<file path="config.mk">
export PLATFORM = sky130hd
export DESIGN_NAME = mac_array_flat
export DESIGN_NICKNAME = d
export VERILOG_FILES = /design/src/rtl/mac_array_if.sv /design/src/rtl/mac_array.sv /design/src/flat_wrapper.sv
export SDC_FILE = /design/constraint.sdc
export NUM_CORES = 1
export LEC_CHECK = 0
export ABC_AREA = 1
export BUFFER_PORTS_ARGS = -buffer_cell sky130_fd_sc_hd__buf_4
export CORE_UTILIZATION = 50
export CTS_CLUSTER_DIAMETER = 120
export DETAILED_ROUTE_END_ITERATION = 16
export HOLD_SLACK_MARGIN = 0.05
export PLACE_DENSITY = 0.68
export SETUP_SLACK_MARGIN = 0.1
export SLEW_MARGIN = 0
export SYNTH_ARGS = -nofsm -noshare
export SYNTH_HDL_FRONTEND = slang
export SYNTH_SLANG_ARGS = --single-unit
</file>
<file path="constraint.sdc">
create_clock -name clk -period 4.6 [get_ports clk]
set_clock_uncertainty 0.05 [all_clocks]
set_input_delay 0.23 -clock clk [delete_from_list [all_inputs] [get_ports clk]]
set_output_delay 0.23 -clock clk [all_outputs]
set_load 0.02 [all_outputs]
</file>
<file path="src/rtl/mac_array_if.sv">
// Sample/coefficient stream into the MAC array and result set out to write-back.
// The master drives the term stream; the slave is the MAC array.
interface mac_array_if;
    logic        start;
    logic        in_valid;
    logic [7:0]  x_in;
    logic [27:0] c_in;
    logic        in_ready;
    logic        busy;
    logic        web;
    logic [16:0] MU1;
    logic [16:0] MU2;
    logic [16:0] MU3;
    logic [16:0] MU4;

    modport master (
        output start, in_valid, x_in, c_in,
        input  in_ready, busy, web, MU1, MU2, MU3, MU4
    );

    modport slave (
        input  start, in_valid, x_in, c_in,
        output in_ready, busy, web, MU1, MU2, MU3, MU4
    );
endinterface

</file>
<file path="src/rtl/mac_array.sv">
// Four-lane 8x7 multiply-accumulate producing one 17-bit dot product per lane per set.
// Results and web arrive one cycle after the last term; in_valid=0 stalls, starts outside IDLE are dropped.
module mac_array #(
    parameter int TERMS = 4,
    parameter int HOLD  = 4
) (
    input  logic        clk,
    input  logic        rst,
    mac_array_if.slave  bus
);

    localparam logic [1:0] S_IDLE = 2'd0;
    localparam logic [1:0] S_ACC  = 2'd1;
    localparam logic [1:0] S_DONE = 2'd2;
    localparam logic [1:0] S_HOLD = 2'd3;

    localparam int TCW = 5;
    localparam int HCW = 8;

    logic [1:0]     state;
    logic [TCW-1:0] term_cnt;
    logic [HCW-1:0] hold_cnt;
    logic [16:0]    acc     [4];
    logic [16:0]    acc_nxt [4];
    logic [16:0]    mu      [4];
    logic [14:0]    prod    [4];
    logic           take;
    logic           last_term;

    assign take      = (state == S_ACC) && bus.in_valid;
    assign last_term = take && (term_cnt == TCW'(TERMS - 1));

    // Products are zero-extended; the running sum wraps modulo 2^17.
    always_comb begin
        for (int k = 0; k < 4; k++) begin
            prod[k]    = 15'(bus.x_in) * 15'(bus.c_in[7*k +: 7]);
            acc_nxt[k] = acc[k] + {2'b00, prod[k]};
        end
    end

    always_ff @(posedge clk or negedge rst) begin
        if (!rst) begin
            state    <= S_IDLE;
            term_cnt <= '0;
            hold_cnt <= '0;
            for (int k = 0; k < 4; k++) begin
                acc[k] <= '0;
                mu[k]  <= '0;
            end
        end else begin
            case (state)
                S_IDLE: begin
                    if (bus.start) begin
                        state    <= S_ACC;
                        term_cnt <= '0;
                        for (int k = 0; k < 4; k++) acc[k] <= '0;
                    end
                end
                S_ACC: begin
                    if (take) begin
                        term_cnt <= term_cnt + 1'b1;
                        for (int k = 0; k < 4; k++) acc[k] <= acc_nxt[k];
                        // Capture the final sums directly so web and MU appear together.
                        if (last_term) begin
                            state <= S_DONE;
                            for (int k = 0; k < 4; k++) mu[k] <= acc_nxt[k];
                        end
                    end
                end
                S_DONE: begin
                    state    <= S_HOLD;
                    hold_cnt <= '0;
                end
                S_HOLD: begin
                    hold_cnt <= hold_cnt + 1'b1;
                    if (hold_cnt == HCW'(HOLD - 1)) state <= S_IDLE;
                end
                default: state <= S_IDLE;
            endcase
        end
    end

    assign bus.in_ready = (state == S_ACC);
    assign bus.busy     = (state != S_IDLE);
    assign bus.web      = (state == S_DONE);
    assign bus.MU1      = mu[0];
    assign bus.MU2      = mu[1];
    assign bus.MU3      = mu[2];
    assign bus.MU4      = mu[3];

endmodule

</file>
<file path="src/flat_wrapper.sv">
// flat-port wrapper written by rule: the top's interface ports become plain ports
module mac_array_flat 
#(
    parameter int TERMS = 4,
    parameter int HOLD  = 4
)
  (clk, rst, bus_start, bus_in_valid, bus_x_in, bus_c_in, bus_in_ready, bus_busy, bus_web, bus_MU1, bus_MU2, bus_MU3, bus_MU4);
  mac_array_if bus_i ();
  input  logic clk;
  input  logic rst;
  input wire logic [$bits(bus_i.start)-1:0] bus_start;
  input wire logic [$bits(bus_i.in_valid)-1:0] bus_in_valid;
  input wire logic [$bits(bus_i.x_in)-1:0] bus_x_in;
  input wire logic [$bits(bus_i.c_in)-1:0] bus_c_in;
  output wire logic [$bits(bus_i.in_ready)-1:0] bus_in_ready;
  output wire logic [$bits(bus_i.busy)-1:0] bus_busy;
  output wire logic [$bits(bus_i.web)-1:0] bus_web;
  output wire logic [$bits(bus_i.MU1)-1:0] bus_MU1;
  output wire logic [$bits(bus_i.MU2)-1:0] bus_MU2;
  output wire logic [$bits(bus_i.MU3)-1:0] bus_MU3;
  output wire logic [$bits(bus_i.MU4)-1:0] bus_MU4;
  assign bus_i.start = bus_start;
  assign bus_i.in_valid = bus_in_valid;
  assign bus_i.x_in = bus_x_in;
  assign bus_i.c_in = bus_c_in;
  assign bus_in_ready = bus_i.in_ready;
  assign bus_busy = bus_i.busy;
  assign bus_web = bus_i.web;
  assign bus_MU1 = bus_i.MU1;
  assign bus_MU2 = bus_i.MU2;
  assign bus_MU3 = bus_i.MU3;
  assign bus_MU4 = bus_i.MU4;
  mac_array #(.TERMS(TERMS), .HOLD(HOLD)) u_core (.clk(clk), .rst(rst), .bus(bus_i));
endmodule
</file>
==> summary.md <==
| Metric | Value |
|---|---|
| Status | finished clean |
| Vias/cell | ~4.9 |
| Clk pin slew, worst setup/hold paths | about 0.070 ns |
| Post-DP HPWL | 29,200 microns |
| WP data arrival | slightly above 4 ns |
| Post-Syn Area | around 16,000 sq um |
| Yosys cell types | 35 |
| Origin of the worst setup path | bus_x_in[6] |
| Final nets | ~2,700 |
| Fin crit share | 82.1% |
| CP endpoint | u_core.bus.MU3[8]$_DFFE_PN0P_ |
| Non-filler instance count after layout | 2,746 |
| Final hold vios | 0 |
| Final wirelength | 38,200 microns |
| Via count | 13,400 |
| Synth area leaders | dfrtp_1 (23%), fa_1 (20%), nand2_1 (17%) |
| Hold Path Cell Cnt | 6 |
| Critical Path Fanout Max | 28 |
| Comb pwr share | approximately 70% |
| Hold Path Class | primary input to flip-flop |
| Initial drt markers | 575 |
| DP Cell Count | 2,713 |
| Post-CTS Setup Bufs | 0 |
| Post-layout minimum cycle time | 3.78 ns |
| Worst Max-Slew Pin Slew | 1.16 ns |
| Fill cells | 3,165 |
| GR Overflow Total | 0 |
| Die area | 33,700 sq um |
| First-pass GRT wire length | roughly 65,000 microns |
| Int Pwr | 5.29 mW |
| Clk sinks | 151 |
| Area occupied by multi-input gates | 10,100 sq um |
| FMAX | 265 MHz |
| Leading cell type in the layout, fill and taps excluded | nand2_1 |
| H-tree lvl count | 4 |
| CTS Hold Bufs | 1 |
| All-layer global routing usage | 24.5% |
| Reg2reg setup slack | 1.17 ns |
| Wire per inst | 13.9 microns |
| Critical path required time | ~5 ns |
| Final setup violation count | 0 |
| RSZ-0062 raised after global routing | false |
| Yosys reg bits | 151 |
| Largest net degree at the start of global routing | 84 |
| Post-route ant nets | 0 |
| Seq/Total Area, Yosys | a little under a quarter |
| CTS tree | yes |
| Reg2reg end | u_core.bus.MU3[8]$_DFFE_PN0P_ |
| Syn avg cell area | 7.37 sq um |
| Reg2reg start | u_core.acc[23]$_DFFE_PN0P_ |
| Area delta synth->final | 10.1% |
| Static Leak | 11.3 nW |
| Initial antenna violation count | 0 |
| Drt drc | 0 |
| N_diodes | 0 |
| I/O pin count | 111 |
| R2R depth | 13 |
| Setup crit start kind | primary input |
| Syn nets | about 2,600 |
| Top-area cell type share of the netlist area | between 20 and 25% |
| Seq. cell area | ~3800 sq um |
| Flop pwr share | between 10% and 20% |
| Starting Density | 50.8% |
| Max cap viols | 0 |
| Share of layout cells above drive strength 1 | 7.68% |
| Worst-Skew Late Latency | roughly 0.46 ns |
| Pre-antenna DRT Iters | 6 |
| Setup TNS | 0 ns |
| GP Congestion | just under 0.9 |
| Relative slew margins | 22.2% |
| Clock share of power | 13.3% |
| Crit. End Element | flip-flop |
| Row cnt | 66 |
| Net Sw Frac | 52.0% |
| Top_reg_cell synth | dfrtp_1 |
| Async set-reset flop share out of synthesis | 100% |
| CTS buffer count | 17 |
| EDFF count, synth | 0 |
| Max VDD drop | 333 uV |
| Yosys warnings | 0 |
| Post-synthesis cell count | 2,235 |
| Critical path class | primary input to flip-flop |
| Area leader, netlist | dfrtp_1 |
| Slew Viols, Final | 0 |
| Port-buffer cells | 110 |
| Die extent in x | 184 microns |
| Vias in the first global route | around 14,000 |
| Sw Pwr | 5.74 mW |
| CTS resizes | 0 |
| PwrDens | 608 nW/um^2 |
| Die Y | around 180 microns |
| Core area | 32,500 sq um |
| CTS root buf | clkbuf_16 |
| Most frequent cells in the layout | nand2_1 (729), inv_1 (594), fa_1 (168) |
| Clock Path Buffers | 2 |
| Util after Layout | between 50 and 60% |
| Worst hold slack | 0.307 ns |
==> state kept, by name, summed over array words and instances (netlist names) <==
| signal | flops |
|---|---|
| u_core.term_cnt | 5 |
| u_core.state | 2 |
| u_core.acc | 68 |
| u_core.hold_cnt | 8 |
| u_core.bus.MU1 | 17 |
| u_core.bus.MU3 | 17 |
| u_core.bus.MU4 | 17 |
| u_core.bus.MU2 | 17 |
==> cell type report <==
cell class / count / share of cell area (%)
inverters: 598 / 12.4
flip-flops and latches: 151 / 20.8
well taps: 442 / 3.05
clock buffers: 17 / 2.35
clock inverters: 15 / 0.911
multi-input cells: 1405 / 55.6
repair buffers: 118 / 4.92
==> through the flow <==
stage	setup WS [ns]	total power [mW]	area, sq um
4_1_cts	0.848	11.1	18100
2_1_floorplan	0.436	7.67	16500
5_1_grt	0.622	12.3	18100
6_report	0.822	11.0	18100
3_3_place_gp	0.429	9.45	17500
3_5_place_dp	0.372	9.59	17500
==> metal layers <==
layer  GRT usage [%]  wire length [microns]  up-vias
met1            30.2                  16900     6430
met4            6.93                    675        0
met5               0                      0        -
met3            4.40                   1640       55
met2            43.5                  19000      251
li1                -                      -     6627
==> logic make-up (layout without fill, tap and decap cells) <==
kind of cell / count (synthesis) / after routing / synth area share, %
simple gates: 924 / 924 / 22.9
flops: 151 / 151 / 22.9
mux: 1 / 1 / 0.0607
compound gates: 121 / 121 / 3.88
fa+ha+maj: 331 / 331 / 32.8
buf+inv: 679 / 748 / 16.0
xor+xnor: 28 / 28 / 1.49
==> synthesized netlist by cell type, types with 3 or more instances <==
cell,count
nand4_1,11
clkbuf_1,28
a21oi_1,39
or2_2,5
nor3_1,3
nand3_2,15
buf_2,17
inv_1,594
ha_1,163
nor2_1,54
o21ai_1,3
nand3_1,93
buf_6,7
dfrtp_1,151
fa_1,168
clkbuf_2,5
xnor2_1,19
nand2_1,730
o22ai_1,6
xor2_1,9
o21ai_0,67
nand3b_1,8
inv_2,3
buf_1,24
==> power by group through the flow <==
stage | clock [mW] | combinational, mW | sequential (mW)
final | 1.47 | 7.59 | 1.98
after global routing | 1.55 | 8.75 | 2.03
after CTS | 1.50 | 7.67 | 1.98
after detailed placement | 0 | 7.60 | 2.00
after global placement | 0 | 7.46 | 1.99
after floorplan | 0 | 5.53 | 2.14
==> worst min-delay path by stage <==
stage                      start  slack, ns                             end
floorplan                    rst      -0.12       u_core.acc[0]$_DFFE_PN0P_
global placement             rst       0.29  u_core.hold_cnt[2]$_DFFE_PN0P_
detailed placement           rst       0.30  u_core.hold_cnt[0]$_DFFE_PN0P_
CTS                 bus_in_valid       0.29     u_core.state[0]$_DFFE_PN0P_
global route        bus_in_valid       0.32     u_core.state[0]$_DFFE_PN0P_
finish               bus_c_in[0]       0.31   u_core.bus.MU1[0]$_DFFE_PN0P_
==> worst max-delay path, cell delays in order <==
cell and delay [ns]:
buf_4 0.30, nand2_1 0.15, fa_1 0.56, inv_1 0.06, fa_1 0.50, fa_1 0.49
inv_1 0.05, fa_1 0.48, inv_1 0.04, ha_1 0.32, nand2_1 0.13, inv_1 0.05
nand2_1 0.06, nand3_1 0.16, or2_2 0.34, nand3_1 0.07, nand2_1 0.06
No activity file was read; power rests on OpenSTA's default activity.
